<file path="config.mk">
export PLATFORM = sky130hd
export DESIGN_NAME = unary_stream_collector
export DESIGN_NICKNAME = d
export VERILOG_FILES = /design/src/rtl/unary_stream_collector.sv
export SDC_FILE = /design/constraint.sdc
export NUM_CORES = 1
export LEC_CHECK = 0
export CORE_MARGIN = 5
export CORE_UTILIZATION = 35
export CTS_CLUSTER_DIAMETER = 200
export DETAILED_ROUTE_END_ITERATION = 8
export SYNTH_ARGS = -nofsm -noshare
export SYNTH_HDL_FRONTEND = slang
export SYNTH_SLANG_ARGS = --single-unit
</file>
<file path="constraint.sdc">
create_clock -name clk -period 2.95 [get_ports clk]
set_clock_uncertainty 0.1 [all_clocks]
set_input_delay 0.7375 -clock clk [delete_from_list [all_inputs] [get_ports clk]]
set_output_delay 0.7375 -clock clk [all_outputs]
set_load 0.02 [all_outputs]
</file>
<file path="src/rtl/unary_stream_collector.sv">
// unary_stream_collector
// Collects a serial unary bit stream (bit + valid) into frames of INPUT_WIDTH
// accepted bits. It returns the number of ones in each frame through a
// valid/ready handshake. While a frame is still arriving, it exposes running
// lower and upper bounds of the final count.
//
// state   | meaning
// --------+--------------------------------------------------------------
// IDLE    | no partial frame, no pending result
// COLLECT | frame in progress, 1..INPUT_WIDTH-1 bits accepted
// HOLD    | result presented, waiting for result_ready; counters are zero
module unary_stream_collector #(
    parameter int INPUT_WIDTH = 32,
    parameter int COUNT_WIDTH = $clog2(INPUT_WIDTH + 1)
) (
    input  logic                   clk,
    input  logic                   reset,
    input  logic                   in_bit,
    input  logic                   in_valid,
    input  logic                   result_ready,
    output logic [COUNT_WIDTH-1:0] ones_count,
    output logic [COUNT_WIDTH-1:0] bit_count,
    output logic [COUNT_WIDTH-1:0] lower_bound,
    output logic [COUNT_WIDTH-1:0] upper_bound,
    output logic [COUNT_WIDTH-1:0] result,
    output logic                   result_valid,
    output logic                   busy,
    output logic                   drop_err
);

    typedef enum logic [1:0] {
        IDLE    = 2'd0,
        COLLECT = 2'd1,
        HOLD    = 2'd2
    } state_t;

    localparam logic [COUNT_WIDTH-1:0] FULL     = COUNT_WIDTH'(INPUT_WIDTH);
    localparam logic [COUNT_WIDTH-1:0] LAST_IDX = COUNT_WIDTH'(INPUT_WIDTH - 1);

    state_t                   state_q, state_d;
    logic [COUNT_WIDTH-1:0]   ones_d, bits_d, result_d;
    logic                     result_valid_d, drop_err_d;
    logic                     accept, last_bit, handshake, drop;
    logic [COUNT_WIDTH-1:0]   bit_ext;

    // Acceptance and handshake qualifiers. A HOLD bit is taken only when the
    // handshake completes on the same edge. The counters are zero in HOLD, so
    // the bit simply starts the next frame.
    always_comb begin
        bit_ext   = COUNT_WIDTH'(in_bit);
        handshake = (state_q == HOLD) && result_ready;
        accept    = in_valid && ((state_q != HOLD) || result_ready);
        drop      = in_valid && (state_q == HOLD) && !result_ready;
        last_bit  = accept && (bit_count == LAST_IDX);
    end

    // Next-state, counter, result and error update.
    always_comb begin
        state_d        = state_q;
        ones_d         = ones_count;
        bits_d         = bit_count;
        result_d       = result;
        result_valid_d = result_valid;
        drop_err_d     = drop_err | drop;

        if (handshake) begin
            result_valid_d = 1'b0;
            state_d        = IDLE;
        end

        if (accept) begin
            if (last_bit) begin
                result_d       = ones_count + bit_ext;
                result_valid_d = 1'b1;
                ones_d         = '0;
                bits_d         = '0;
                state_d        = HOLD;
            end else begin
                ones_d         = ones_count + bit_ext;
                bits_d         = bit_count + COUNT_WIDTH'(1);
                state_d        = COLLECT;
            end
        end
    end

    // State and datapath registers; the reset discards any partial frame.
    always_ff @(posedge clk or posedge reset) begin
        if (reset) begin
            state_q      <= IDLE;
            ones_count   <= '0;
            bit_count    <= '0;
            result       <= '0;
            result_valid <= 1'b0;
            drop_err     <= 1'b0;
        end else begin
            state_q      <= state_d;
            ones_count   <= ones_d;
            bit_count    <= bits_d;
            result       <= result_d;
            result_valid <= result_valid_d;
            drop_err     <= drop_err_d;
        end
    end

    // Bounds come straight from the registers. Outside COLLECT the counters
    // are zero, so the bounds read 0 / INPUT_WIDTH.
    always_comb begin
        lower_bound = ones_count;
        upper_bound = ones_count + FULL - bit_count;
        busy        = (state_q != IDLE);
    end

endmodule
</file>
# Word level (Yosys, flattened, before mapping)
# Cells that the tools add are included.
# word_totals
register_bits,22
inputBits,5
wordCells,32
# classes
addsub,4
n_eq_ne,3
muxes,8
n_bitwise,1
n_reduce_logical,10
# ops
op,count
two-way mux 6 bit,2
adder 6 x 1 -> 6 bit,1
"adder 6 x 1 -> 6 bit, second input constant",1
"adder 6 bit, second input constant",1
"== test 6 x 5 -> 1 bit, second input constant",1
two-way mux 2 bit,3
subtractor 6 bit,1
logical AND 1 bit,5
nonzero test 2 bit,2
two-way mux 1 bit,3
"== test 2 bit, second input constant",1
"inequality test 2 bit, second input constant",1
AND reduction 2 bit,1
zero test 1 bit,1
logical OR 1 bit,1
bitwise OR 1 bit,1

# Depth between registers and ports, before layout
# logic_depth
ltp_word,6
depth_mapped,10

# Worst setup path before layout
# Ideal clock, no wire load.
# synth_path
path_kind,register -> output
startpoint,reg bit_count[1]
endpoint,out upper_bound[5]
t_arrival_ns,2.031
slack_ns,0.082
stages_incl_launch_ff,10
cell_sequence,dfrtp_1 inv_1 ha_1 ha_1 inv_1 fa_1 inv_1 a21o_1 a21oi_1 xnor2_1
# synth_via
elab_chain_cells,1
# synth_lines
item,line_no,text
"start, declared",22,"output logic [COUNT_WIDTH-1:0] bit_count,"
"start signal, assigned",98,bit_count <= bits_d;
subtractor 6 bit,109,upper_bound = ones_count + FULL - bit_count;
"end, declared",24,"output logic [COUNT_WIDTH-1:0] upper_bound,"
# No other way between the ends.

# Worst setup path in the final report
# Same ends and word-level chain as after synthesis.

==> flow_summary.yaml <==
cts:
  cts_buffers: 3
  ctsLongestPathBuffers: 2
  insertion_delay_ns: 0.26
  clockRootBuffer: "clkbuf_8"
  cts_tree: "built"
  path_clk_slew_ns: 0.08
  postCtsSetupRepairBufs: 0
  clock_sinks: 22
  cts_htree_levels: 1
final_layout:
  drive_gt1_frac: 0.2184
  syn2layout_area_growth_pct: 39.39
  num-fill-cells: 343
  final_util: 0.5007
  final_cells: 222
  nets: 193
  multiInputGateArea_sq_um: 656.9
  n_antenna_cell: 0
  final-seq-area_sq_um: 550.5
  final_area_sq_mm: 0.001833
sta:
  tightestPinTransition_ns: 0.3569
  slew_headroom: 0.7602
  setup_viol: 0
  report.final.hold_viol_count: 0
  slew_viol_final: 0
  post-route-period-util: 0.9693
  min_period_ns: 2.859
  fmax_ghz: 0.3497
  rsz0062_at_grt: "yes"
global_route:
  grt-ovfl-total: 0
  grt_max_degree: 23
  grt_pass1_vias: 1037
  grt_usage: 0.1194
  grt_pass1_wl_microns: 4871
  antenna_found_initial: 0
setup_path:
  critical_path.slowest_cell: "fa_2"
  worstPathCellList: "inv_1, ha_1, ha_2, inv_2, fa_2, inv_1, a21o_1, a21oi_2, xnor2_1, buf_4"
  crit_type: "register to output pin"
  cp_top_family: "adder cells"
  crit_path_start: "bit_count[1]$_DFFE_PP0P_"
  cp_data_required_time_ns: 2.11
  crit_fanout: 2
  ff2ff_path_depth: 7
  cp.depth: 10
  worst_path_most_repeated_cell: "inv_1"
  r2r_start: "bit_count[0]$_DFFE_PP0P_"
  worstSetupEndpoint: "upper_bound[5]"
  r2r_slack_ns: 1.17
  critPathLaunchType: "register"
  critPathMaxStageDelay_ns: 0.35
  worstSetupEndpointType: "output pin"
  reg2reg_to: "result[3]$_DFFE_PP0P_"
  cp_data_arrival_time_ns: 2.02
  path_buf_inv: 4
detailed_routing:
  wire_per_inst_microns: 13.09
  met2WireLength_microns: 1418
  wl_microns: 2907
  antenna_left: 0
  firstDrtPassIters: 4
  drt_iter0_markers: 16
  wl_met1_microns: 1306
  wl_met3_microns: 146
  vias: 1010
  drc: 0
  drt-vias-per-instance: 4.550
  top_layer_used: "met4"
logic_synthesis:
  synthesis.nets: 145
  syn_inst: 127
  ys_types: 29
  ys_ff_latch: 22
  avgSynthCellArea_sq_um: 10.35
  syn-cell-area_sq_mm: 0.001315
  ys_seq_area_frac: 0.4186
  ys_warn_count: 0
flow_run:
  maxCapViolCount: 0
pwr:
  ir_worst_vdd_mv: 0.3129
  clockPowerShare: 0.098
  power.total_w: 0.002172
  p_switching_w: 0.0009476
  intPower_w: 0.001225
  p_comb_frac: 0.699
  switching_share: 0.4362
  p_seq_frac: 0.203
  p_leak_nw: 0.8781
  powerDensity_mw_per_mm2: 1185
placed_design:
  gp_congestion: 0.8003
  port_buffers: 37
  dp.cells: 218
  dp.final_hpwl_microns: 2362
  placed_cell_area_sq_mm: 0.001783
min_path:
  holdCritPathClass: "register to register"
floorplanning:
  initial_core_util: 0.3592
  die_y_microns: 71.30
  num_rows: 22
  core_area_sq_mm: 0.003661
  dieArea_sq_mm: 0.005083
  die_w_microns: 71.30
  pin_count: 38
status:
  status: "finished clean"
cell type report:
| cell class | count | area share |
|---|---|---|
| Inverter | 13 | 0.02662 |
| Sequential cell | 22 | 0.3003 |
| Tap cell | 48 | 0.03276 |
| Timing Repair Buffer | 51 | 0.2519 |
| Multi-Input combinational cell | 84 | 0.3584 |
| Clock buffer | 4 | 0.03003 |
power by group through the flow:
stage / registers [W] / clock network [W] / logic (W)
floorplan: 0.000597 / 0 / 0.000736
global placement: 0.000444 / 0 / 0.00157
detailed placement: 0.000448 / 0 / 0.00161
CTS: 0.000443 / 0.000217 / 0.00153
global route: 0.000452 / 0.000233 / 0.00166
finish: 0.000441 / 0.000213 / 0.00152
what timing repair did:
action	in CTS	in global routing
gates resized for setup	9	10
pin swaps	0	4
hold buffers	0	0
setup endpoints to repair	4	3
routing by layer:
layer	GRT usage	up-vias
li1	-	509
met4	0.03758	0
met2	0.2010	26
met5	0	-
met1	0.1545	471
met3	0.02244	4
worst register-to-register path, delay by kind of cell, from the launching register on:
family | cells | cell delay, ns
AND/OR/NAND/NOR | 3 | 0.54
buffers and inverters | 2 | 0.38
AO/OA/AOI/OAI | 1 | 0.13
flip-flops | 1 | 0.36
adder cells (fa/ha/maj) | 1 | 0.19
sequential cells by signal, indices dropped and copies added, names as in the netlist:
name	flops
result_valid	1
bit_count	6
state_q	2
result	6
lower_bound	6
drop_err	1
kinds of logic (layout without fill, tap and decap cells):
| kind of cell | after synthesis | after routing | synth area share |
|---|---|---|---|
| buffers and inverters | 21 | 68 | 0.08849 |
| XOR/XNOR | 12 | 12 | 0.07993 |
| AO/OA/AOI/OAI | 21 | 21 | 0.1056 |
| flip-flops | 22 | 22 | 0.4187 |
| multiplexers | 3 | 3 | 0.02569 |
| adder cells (fa/ha/maj) | 13 | 13 | 0.1294 |
| AND/OR/NAND/NOR | 35 | 35 | 0.1523 |
worst min path at each step:
stage / depth (start not counted) / slack (ns) / startpoint / endpoint
final: 1 / 0.37 / drop_err$_DFF_PP0_ / drop_err$_DFF_PP0_
after global routing: 1 / 0.39 / drop_err$_DFF_PP0_ / drop_err$_DFF_PP0_
after CTS: 1 / 0.38 / drop_err$_DFF_PP0_ / drop_err$_DFF_PP0_
after detailed placement: 1 / 0.36 / drop_err$_DFF_PP0_ / drop_err$_DFF_PP0_
after global placement: 1 / 0.34 / drop_err$_DFF_PP0_ / drop_err$_DFF_PP0_
after floorplan: 1 / 0.40 / state_q[1]$_DFFE_PP0P_ / state_q[1]$_DFFE_PP0P_
Yosys cell counts (all sizes together):
cell type / number / area, sq um
dfrtp: 22 / 550.5
inv: 13 / 48.80
ha: 12 / 150.1
nand2: 9 / 33.78
nor2: 9 / 36.29
xnor2: 9 / 78.83
buf: 8 / 67.56
a21oi: 6 / 30.03
o21ai: 6 / 30.03
a21o: 5 / 40.04
a22o: 4 / 38.79
nand3: 4 / 20.02
mux2: 3 / 33.78
nand2b: 3 / 18.77
xor2: 3 / 26.28
nor3: 2 / 10.01
and2b: 1 / 8.760
and3: 1 / 6.260
fa: 1 / 20.02
nand3b: 1 / 7.510
nand4: 1 / 6.260
nor2b: 1 / 6.260
nor3b: 1 / 18.77
nor4: 1 / 21.27
or2: 1 / 6.260
stage by stage:
| step | hold WS (ns) | setup TNS [ns] | setup slack [ns] |
|---|---|---|---|
| floorplan | 0.3952 | 0 | 0.08196 |
| global placement | 0.3444 | -0.1060 | -0.1060 |
| detailed placement | 0.3601 | -0.2482 | -0.1650 |
| CTS | 0.3779 | -0.1539 | -0.1539 |
| global route | 0.3855 | -0.01954 | -0.01954 |
| finish | 0.3685 | 0 | 0.09069 |
cells in the final DEF (no fill, tap or decap), drive strengths merged:
cell type       n
a21oi           6
a22o            4
fa              1
mux2            3
nand2b          3
nand4           1
ha             12
dlygate4sd2     1
nor2            9
clkdlybuf4s50  33
nor2b           1
nor3b           1
and2b           1
dfrtp          22
nor3            2
nor4            1
nand3           4
xnor2           9
buf            16
and3            1
or2             1
nand2           9
nand3b          1
a21o            5
inv            13
clkbuf          5
xor2            3
o21ai           6
(Power assumes the default switching activity.)
